$ cat src/rtl/updown_counter_param.sv
// ============================================================================
//  Module      : updown_counter_param
//  Description : Up/down counter with load, enable, programmable step and
//                run-time [Min_Val, Max_Val] limits; wraps or saturates at the
//                limits and emits a registered terminal-count pulse.
//                Optional macro UDCNT_STICKY_EN adds sticky Ovf/Unf flags.
//  Revision    : 1.0 - initial release
// ============================================================================
`default_nettype none

module updown_counter_param #(
    parameter int               WIDTH   = 5,
    parameter int               STEP_W  = 3,
    parameter logic [WIDTH-1:0] RST_VAL = '0
) (
    input  logic              Clk,
    input  logic              Rst,
    input  logic              En,
    input  logic              Load,
    input  logic [WIDTH-1:0]  In,
    input  logic              Up,
    input  logic              Down,
    input  logic [STEP_W-1:0] Step,
    input  logic              Wrap,
    input  logic [WIDTH-1:0]  Min_Val,
    input  logic [WIDTH-1:0]  Max_Val,
    input  logic              Clr_Flags,
    output logic [WIDTH-1:0]  Counter,
    output logic              High,
    output logic              Low,
    output logic              Tc,
    output logic              Cfg_Err,
    output logic              Ovf,
    output logic              Unf
);

    logic [WIDTH-1:0] step_ext;
    logic [WIDTH:0]   up_sum;
    logic [WIDTH:0]   down_floor;
    logic [WIDTH-1:0] count_next;
    logic             tc_next;
    logic             ovf_event;
    logic             unf_event;

    assign step_ext   = WIDTH'(Step);
    assign up_sum     = {1'b0, Counter} + {1'b0, step_ext};
    // Counter - Step < Min_Val rearranged as Counter < Min_Val + Step, so the
    // comparison never needs a signed intermediate.
    assign down_floor = {1'b0, Min_Val} + {1'b0, step_ext};

    assign Cfg_Err = (Min_Val > Max_Val);
    assign High    = (Counter == Max_Val);
    assign Low     = (Counter == Min_Val);

    always_comb begin
        count_next = Counter;
        tc_next    = 1'b0;
        ovf_event  = 1'b0;
        unf_event  = 1'b0;
        if (Cfg_Err) begin
            count_next = Counter;
        end else if (Load) begin
            if (In < Min_Val)
                count_next = Min_Val;
            else if (In > Max_Val)
                count_next = Max_Val;
            else
                count_next = In;
        end else if (!En || (Up == Down) || (Step == '0)) begin
            count_next = Counter;
        end else if (Up) begin
            if (up_sum <= {1'b0, Max_Val}) begin
                count_next = up_sum[WIDTH-1:0];
            end else begin
                count_next = Wrap ? Min_Val : Max_Val;
                tc_next    = 1'b1;
                ovf_event  = 1'b1;
            end
        end else begin
            if ({1'b0, Counter} >= down_floor) begin
                count_next = Counter - step_ext;
            end else begin
                count_next = Wrap ? Max_Val : Min_Val;
                tc_next    = 1'b1;
                unf_event  = 1'b1;
            end
        end
    end

    always_ff @(posedge Clk or negedge Rst) begin
        if (!Rst) begin
            Counter <= RST_VAL;
            Tc      <= 1'b0;
        end else begin
            Counter <= count_next;
            Tc      <= tc_next;
        end
    end

`ifdef UDCNT_STICKY_EN
    // A set event in the same cycle as Clr_Flags takes precedence.
    always_ff @(posedge Clk or negedge Rst) begin
        if (!Rst) begin
            Ovf <= 1'b0;
            Unf <= 1'b0;
        end else begin
            if (ovf_event)
                Ovf <= 1'b1;
            else if (Clr_Flags)
                Ovf <= 1'b0;
            if (unf_event)
                Unf <= 1'b1;
            else if (Clr_Flags)
                Unf <= 1'b0;
        end
    end
`else
    logic unused_flag_inputs;
    assign unused_flag_inputs = ^{Clr_Flags, ovf_event, unf_event};
    assign Ovf = 1'b0;
    assign Unf = 1'b0;
`endif

endmodule

`default_nettype wire
$ cat config.mk
export PLATFORM = sky130hd
export DESIGN_NAME = updown_counter_param
export DESIGN_NICKNAME = d
export VERILOG_FILES = /design/src/rtl/updown_counter_param.sv
export SDC_FILE = /design/constraint.sdc
export NUM_CORES = 1
export LEC_CHECK = 0
export CAP_MARGIN = 20
export CORE_MARGIN = 2
export CORE_UTILIZATION = 40
export DETAILED_ROUTE_END_ITERATION = 7
export GPL_TIMING_DRIVEN = 0
export PLACE_DENSITY = 0.64
export SYNTH_ARGS = -nofsm -noshare
export SYNTH_HDL_FRONTEND = slang
export SYNTH_SLANG_ARGS = --single-unit
$ cat constraint.sdc
create_clock -name Clk -period 4.53 [get_ports Clk]
set_clock_uncertainty 0.2 [all_clocks]
set_input_delay 0.906 -clock Clk [delete_from_list [all_inputs] [get_ports Clk]]
set_output_delay 0.906 -clock Clk [all_outputs]
set_load 0.01 [all_outputs]
## Yosys cells after proc, flatten, opt, wreduce, memory -nomap -nowiden

Cells that the tools add are included.

- Add/sub/neg operators: 3
- $mul: 0
- Div/mod/pow operators: 0
- $lt $le $gt $ge: 5
- Equality and inequality tests: 4
- Shift operators: 0
- Mux-type cells: 15
- Bitwise gates (word level): 1
- Reductions and logical operators: 5

Operators by type and width:

| kind | number |
|---|---|
| $mux 5 | 9 |
| $add 5x3->6 | 2 |
| $eq 5x5->1 | 2 |
| $gt 5x5->1 | 2 |
| $ge 5x6->1 | 1 |
| $le 6x5->1 | 1 |
| $mux 1 | 6 |
| $lt 5x5->1 | 1 |
| $sub 5x3->5 | 1 |
| $logic_not 3->1 | 1 |
| $logic_or 1x1->1 | 2 |
| $ne 2x2->1 const B | 1 |
| $reduce_and 2->1 | 1 |
| $eq 1x1->1 | 1 |
| $logic_not 1->1 | 1 |
| $not 1->1 | 1 |

- Register bits after elaboration: 6
- Bits in latches: 0
- Bits in writable memories: 0
- ROM bits: 0
- Input bits: 26
- Output and inout bits: 11
- Logic and storage cells: 35
- Memories kept: 0

## Depth between registers and ports, before layout

Gate-level depths: netlist of run 1.

- Depth in word-level cells: 7
- Mapped depth: 14
- Gate-level depth less buffers: 14

## Worst setup path before layout of run 1

Ideal clock, no wire load.

- Path kind: input port to flip-flop
- Start point: input Step[0]
- End point: register Counter[1]
- Library setup time: 131 ps
- Data arrival time: 3398 ps
- Data required time: 4199 ps
- Slack: 801 ps
- Stages: 13
- Buffers on the path: 1
- Path through: ha_1 -> fa_1 -> and2b_1 -> o21ai_0 -> xnor2_1 -> ha_1 -> mux2i_1 -> a21oi_1 -> o21ba_1 -> buf_6 -> mux2_1 -> a211oi_1 -> o31ai_1

- Longest elaborated chain between the ends: 6
- Elaborated cells between the ends (all ways): 14
- Classes of those cells: add/sub (3); order compare (2); eq/ne (1); mux (5); reduce/logical (3)

RTL lines:

| element | RTL line | text |
|---|---|---|
| start, declared | 23 | `input logic [STEP_W-1:0] Step,` |
| $add 5x3->6 (on tied branches) | 49, 46 |  |
| $ge 5x6->1 or $le 6x5->1 (tied branches) | 80, 72 |  |
| $mux 5 (on tied branches) | 80, 72 |  |
| $mux 5 | 71 | `end else if (Up) begin` |
| $mux 5 | 69 | `end else if (!En \|\| (Up == Down) \|\| (Step == '0)) begin` |
| $mux 5 | 62 | `end else if (Load) begin` |
| end signal, assigned | 95 | `Counter <= count_next;` |
| end, declared | 28 | `output logic [WIDTH-1:0] Counter,` |

Parallel ways exist; a longest one is shown, timed or not. The select of a mux whose other input is x is not followed.
A chain may end at the register's enable or synchronous reset.

## Worst setup path after layout of run 1

Same ends and word-level chain as after synthesis.

==> results of run 1 <==
==> metal layers <==
layer | vias to the layer above | share of wire | wire length [um]
met5 | - | 0 | 0
met4 | 0 | 0.0057 | 27
met3 | 2 | 0.027 | 128
met2 | 30 | 0.50 | 2370
met1 | 742 | 0.47 | 2240
li1 | 838 | - | -
==> worst max-delay path by stage <==
stage / depth (start not counted) / from / endpoint
5_1_grt: 14 / Step[0] / Counter[1]
3_3_place_gp: 14 / Step[1] / Counter[1]
2_1_floorplan: 13 / Step[0] / Counter[1]
3_5_place_dp: 14 / Step[1] / Counter[1]
4_1_cts: 14 / Step[2] / Counter[1]
6_report: 14 / Step[0] / Counter[1]
==> cell usage in the layout (no fill, tap or decap), types with 3 or more instances in the layout <==
cell type         n
dfrtp_1           6
nand2_1          13
nand3_1           3
fa_1              3
xnor2_1          13
mux2i_1          14
clkbuf_8          3
o21ai_0          12
nor2b_1           4
nor3_1            4
nand2b_1          3
xor2_1            6
clkdlybuf4s50_1  29
o211ai_1          6
inv_1            18
a211oi_1          6
nor2_1           13
o21ai_2           3
a21oi_1          13
ha_1             32
clkbuf_1          5
nand4_1           4
==> power breakdown <==
part / total [uW] / switching (uW) / internal [uW]
sequential: 121 / 46.2 / 74.3
clock: 78.8 / 21.8 / 57.0
combinational: 744 / 364 / 379
total: 943 / 432 / 511
==> worst min-delay path, stage by stage (launching register included) <==
cell and delay [ps]:
dfrtp_1 490, nand2_1 100, o211ai_1 80
==> per-stage QoR <==
stage               hold WS, ps  setup TNS (ps)  power, uW  cells  setup slack (ps)
global route                546               0       1040    298              2.80
detailed placement          529            -235        864    295              -235
CTS                         535               0        947    298              50.3
finish                      536               0        943    298               176
floorplan                   410               0        652    213               801
global placement            520            -221        856    295              -221
==> flip-flops by register name, summed over array words and instances, names as in the netlist <==
name,count
Counter,5
Tc,1
==> cell type report <==
cell class / count / share of cell area
Buffer: 9 / 0.0230
Clock buffer: 3 / 0.0190
Inverter: 19 / 0.0328
Multi-Input combinational cell: 179 / 0.678
Sequential cell: 6 / 0.0690
Tap cell: 50 / 0.0288
Timing Repair Buffer: 32 / 0.149
==> kinds of logic (layout without fill, tap and decap cells) <==
logic type / count (synthesis) / in the layout
buffers and inverters: 28 / 63
flip-flops: 6 / 6
other: 1 / 2
multiplexers: 18 / 18
AO/OA/AOI/OAI: 53 / 53
XOR/XNOR: 19 / 19
AND/OR/NAND/NOR: 51 / 51
adder cells (fa/ha/maj): 36 / 36
==> timing repair <==
item | 4_1_cts | 5_1_grt
gates resized for setup | 1 | 3
setup endpoints to repair | 1 | 1
gates cloned | 0 | 0
pin swaps | 0 | 0
==> summary.txt, run 1 <==
Critical path
  – CP startpoint kind: input port
  – CP most frequent cell: ha_1
  – Worst R2R Setup Slack: 860 ps
  – R2R cell count: 12
  – Slowest-stage cell, CP: clkdlybuf4s50_1
  – Crit path buf inv count: 2
  – Worst r2r src: Counter[2]
  – Crit end category: flop
  – CP required: roughly 4400 ps
  – Largest delay share family, worst path: adder cells
  – WS Path Type: input port to flop
  – Crit-path max FO: 6
  – Crit path cell chain: clkdlybuf4s50_1, ha_1, fa_1, and2b_1, o21ai_0, xnor2_1, ha_1, mux2i_1, a21oi_1, o21ba_1, buf_6, mux2_1, a211oi_1, o31ai_1
  – Max incr delay on CP: 510 ps
  – Worst Path Arrival: approximately 4200 ps
  – RR Endpoint: Counter[1]

Global route
  – Gr usage total: 0.202
  – Initial antenna violation count: 0
  – Grt met1 use: 0.261
  – Number of global-route vias before repair: 1652
  – Most used routing layer: met2
  – GR Overflow Total: 0
  – First-pass GRT wire length: approximately 7.8 mm
  – Largest net degree at the start of global routing: 11
  – Met3 GRT Util: 0.0159
  – Met2 Track Usage GR: 0.354

Synth
  – Most frequent cell after synthesis: ha_1
  – Most frequent cells after synthesis: ha_1 (33), inv_1 (18), mux2i_1 (14)
  – Synth Area in Simple Gates: 0.147
  – Multiplexer share of the synthesized area: 0.109
  – Synthesized area: ~1700 sq um
  – Seq/Total Area, Yosys: 0.0863
  – Largest family of logic cells by synthesized area: adder cells
  – Mapped Avg Cell Area: ~8.2 sq um
  – Synth Area in Adders: 0.272
  – Synthesis-stage register bit count: 6
  – Synth warn: 0
  – Synth Area in XOR/XNOR: 0.0956
  – Most area-consuming cells after synthesis: ha_1 (24%), dfrtp_1 (8.6%), mux2i_1 (8.1%), xnor2_1 (6.5%), inv_1 (3.9%)
  – Mapped Cells: 212
  – Post-synth EDFFs: 0
  – Netlist cell types: 47
  – Share of the synthesized area in the top cell type: 0.237
  – Asr flop ratio synth: 1.00
  – Top_reg_cell synth: dfrtp_1
  – Synth area leader: ha_1
  – Post-synthesis compound-gate area fraction: 0.219

STA
  – Period utilization: 0.961
  – Tmin final: 4350 ps
  – FMAX: 230 MHz
  – Slew Viols, Final: 0
  – RSZ-0062 raised after global routing: no
  – Hold Fails Final Rpt: 0
  – Endpoints failing setup: 0

Place
  – Port Buffers: 32
  – Half-perimeter wire length after placement: 3.92 mm
  – Gpl congestion: just under 0.9
  – Placed inst area: 2130 sq um

Layout
  – Area growth syn-to-layout: 24.9%
  – Final Util: 0.532
  – Fin area: 2170 sq um
  – Multi-input gate area: 1480 sq um
  – FF/Latch Area: 150 sq um
  – # diodes: 0
  – Post-layout net count: about 310
  – Fillers: 409
  – Share of post-route cells with drive strength above 1: 0.0806

Run status
  – Status: complete, no violations

Floorplan
  – Starting Density: 0.426
  – Die height: around 70 um
  – Core Region: 4090 sq um
  – Num rows: 23
  – Total Die Area: about 4900 sq um
  – DIE WIDTH: 70.0 um
  – Io pins: 37

Hold path
  – Hold path cells: 2
  – HP Class: flop to flop
  – Hold path start: Counter[0]
  – Hold EP: Counter[0]

Route
  – Initial DRC Count: 72
  – Routed WL per cell: about 16 um
  – Drt drc: 0
  – Total wire length: 4.77 mm
  – Vias: about 1600
  – Routed Antenna Nets: 0
  – First-pass DRT Iterations: 4
  – Drt via density: 5.41

Clock tree
  – Number of setup buffers added after CTS: 0
  – Hold-fix buffers, CTS: 0
  – Clock Latency Late Sink: 220 ps
  – TritonCTS Buffers: 3
  – Max Buffers Root-to-Sink: 2
  – Clock sink total: 6
  – Clk root buf: clkbuf_8
  – Reg clk slew, reported paths: 40 ps
  – CTS tree: yes
  – CTS HTree Levels: 1

Job
  – Maxcap violations: 0

Pwr
  – Pwr Density: 434 nW/um^2
  – Max VDD drop: roughly 0.28 mV
  – Static leakage: 0.00100 uW
Note: power is estimated with default switching activity, not from simulation.
==> run 2, diff against run 1 <==
--- a/config.mk
+++ b/config.mk
@@ -5,7 +5,7 @@
 export SDC_FILE = /design/constraint.sdc
 export NUM_CORES = 1
 export LEC_CHECK = 0
-export CAP_MARGIN = 20
+export CAP_MARGIN = 40
 export CORE_MARGIN = 2
 export CORE_UTILIZATION = 40
 export DETAILED_ROUTE_END_ITERATION = 7
==> results of run 2 <==
Final layout, timing and power as in run 1 (identical DEF).
==> run 3, diff against run 2 <==
--- a/config.mk
+++ b/config.mk
@@ -9,8 +9,10 @@
 export CORE_MARGIN = 2
 export CORE_UTILIZATION = 40
 export DETAILED_ROUTE_END_ITERATION = 7
+export DONT_BUFFER_PORTS = 1
+export GPL_ROUTABILITY_DRIVEN = 0
 export GPL_TIMING_DRIVEN = 0
-export PLACE_DENSITY = 0.64
+export PLACE_DENSITY = 0.53
 export SYNTH_ARGS = -nofsm -noshare
 export SYNTH_HDL_FRONTEND = slang
 export SYNTH_SLANG_ARGS = --single-unit
==> run 3 against run 2 <==
Net effect:
- sequential power up 8%
- register-to-register slack lost 40 ps
- non-clock buffer count down 32
- hold slack got worse by 360 ps
- flip-flop and latch count did not move
- combinational power down 10%
- core utilization shrank 8.0 points
- worst setup slack better by 550 ps
- count of clock-buffer cells in the layout is the same
- total power down 6.7%
- clock power is 2% higher
- critical path type unchanged
- largest cell class unchanged
==> summary.txt, run 3 (synthesis gave the netlist of run 1 again) <==
Run status
  – Status: complete, no violations

Floorplan
  – Io pins: 37 (unchanged)
  – DIE WIDTH: 70.0 um (unchanged)
  – Core Region: 4090 sq um (unchanged)
  – Starting Density: 0.426 (unchanged)
  – Die height: 70.0 um (unchanged)
  – Num rows: 23 (unchanged)
  – Total Die Area: 4890 sq um (unchanged)

Critical path
  – Max incr delay on CP: 400 ps (-110 ps)
  – CP startpoint kind: input port
  – Crit-path max FO: 6 (unchanged)
  – Worst Path Arrival: 3690 ps (-540 ps)
  – Crit path cell chain: ha_1, fa_1, and2b_1, o21ai_0, xnor2_1, ha_1, mux2i_1, a21oi_1, o21ba_1, buf_6, mux2_1, a211oi_1, o31ai_1
  – Crit end category: flop
  – CP required: 4410 ps (about the same)
  – Slowest-stage cell, CP: fa_1
  – WS Path Type: input port to flop
  – CP most frequent cell: ha_1

STA
  – Period utilization: 0.841 (-0.120)
  – Worst-Margin Slew: 536 ps
  – Setup Total Neg Slack: 0 ps (unchanged)
  – Tmin final: 3810 ps (-545 ps)
  – Hold Fails Final Rpt: 0 (unchanged)
  – RSZ-0062 raised after global routing: no
  – Endpoints failing setup: 0 (unchanged)
  – FMAX: 263 MHz (+14%)
  – Relative slew margins: 0.643
  – Slew Viols, Final: 0 (unchanged)

Global route
  – GR Overflow Total: 0 (unchanged)
  – Largest net degree at the start of global routing: 11 (unchanged)
  – First-pass GRT wire length: 8.18 mm (+4.4%)
  – Number of global-route vias before repair: 1570 (-5.0%)
  – Initial antenna violation count: 0 (unchanged)
  – Gr usage total: 0.211 (+0.00832)

Layout
  – Post-layout net count: 280 (-10%)
  – Multi-input gate area: 1470 sq um (-0.17%)
  – # diodes: 0 (unchanged)
  – Fin area: 1850 sq um (-15%)
  – Top flop regs: Counter: 5 flops, Tc: 1 flops
  – Commonest non-fill, non-tap cell in the layout: ha_1
  – Final Util: 0.452 (-0.0799)
  – Reg with most FFs: Counter
  – Area growth syn-to-layout: 6.18%
  – Max reg flops: 5 (unchanged)
  – Commonest cells after routing, fill and taps aside: ha_1 (33), inv_1 (18), mux2i_1 (14)
  – FF/Latch Area: 150 sq um (unchanged)
  – Fillers: 421 (+2.9%)
  – Share of post-route cells with drive strength above 1: 0.0880 (+0.00732)

Route
  – Initial DRC Count: 77 (+6.9%)
  – Vias: 1582 (-1.9%)
  – Total wire length: 5.08 mm (+6.6%)
  – First-pass DRT Iterations: 4 (unchanged)
  – Routed WL per cell: 19.1 um (+19%)
  – Drt via density: 5.95 (+9.9%)
  – Routed Antenna Nets: 0 (unchanged)
  – Drt drc: 0 (unchanged)

Place
  – Half-perimeter wire length after placement: 4.16 mm (+6.0%)
  – Placed inst area: 1810 sq um (-15%)
  – Port Buffers: 0 (-100%)

Hold path
  – HP Class: input port to asynchronous set/reset pin

Job
  – Maxcap violations: 0 (unchanged)

Pwr
  – Max VDD drop: 0.252 mV (-9.2%)
  – Pwr Density: 476 nW/um^2 (+9.8%)
  – Static leakage: 0.000860 uW (-14%)

Clock tree
  – Hold-fix buffers, CTS: 0 (unchanged)
  – TritonCTS Buffers: 3 (unchanged)
  – Max Buffers Root-to-Sink: 2 (unchanged)
  – Clock Latency Late Sink: 230 ps (about the same)
  – Post-cts resize count: 0 (-1)
  – Clock sink total: 6 (unchanged)
  – CTS tree: yes
  – Number of setup buffers added after CTS: 0 (unchanged)
  – CTS HTree Levels: 1 (unchanged)
  – Reg clk slew, reported paths: 40 ps (about the same)
  – Clk root buf: clkbuf_8
[run 3: changes by cell type in the layout (fill, tap and decap cells not counted)]
| cell | previous run | this run |
|---|---|---|
| ha_1 | 32 | 33 |
| dlymetal6s2s_1 | 2 | 0 |
| clkdlybuf4s50_1 | 29 | 0 |
| ha_2 | 1 | 0 |
| dlygate4sd2_1 | 1 | 0 |
[run 3: worst paths after layout]
check	slack (ps)	end	depth (start not counted)	from
max	720	Counter[1]	13	Step[0]
min in group Clk	610	Counter[0]	2	Counter[0]
max reg2reg	820	Counter[1]	13	Counter[0]
min	180	Tc	0	Rst
max in group asynchronous	3880	Counter[2]	0	Rst
min reg2reg	610	Counter[0]	2	Counter[0]
[run 3: cell type report]
class	instances	share of cell area
buffer	9	0.0271
clock buffer	3	0.0223
inverter	19	0.0386
multi-input combinational	179	0.797
sequential	6	0.0812
tap	50	0.0339
[run 3: metrics by stage]
stage                     setup slack (ps)  hold slack, ps  instances  total power [uW]
after floorplan                        801             410        213               652
after global routing                   456             169        266               975
after detailed placement               467             411        263               800
final                                  721             175        266               880
after CTS                              695             179        266               883
after global placement                 526             411        263               778
[run 3: metal layers]
metal	vias to the layer above	routed length [um]	global-route usage
met2	53	2570	0.365
met4	0	85	0.0769
met5	-	0	0
met1	754	2160	0.267
met3	8	262	0.0245
li1	767	-	-
[run 3: power breakdown]
part           internal [uW]  switching, uW  total (uW)
sequential              74.2           57.1         131
clock                   57.1           23.2        80.2
combinational            324            344         668
[run 3: critical path: cells and delay by family]
kind	cells	cell delay (ps)
mux	2	530
simple gates	1	170
buf+inv	1	130
compound gates	5	910
fa+ha+maj	3	940
xor+xnor	1	130
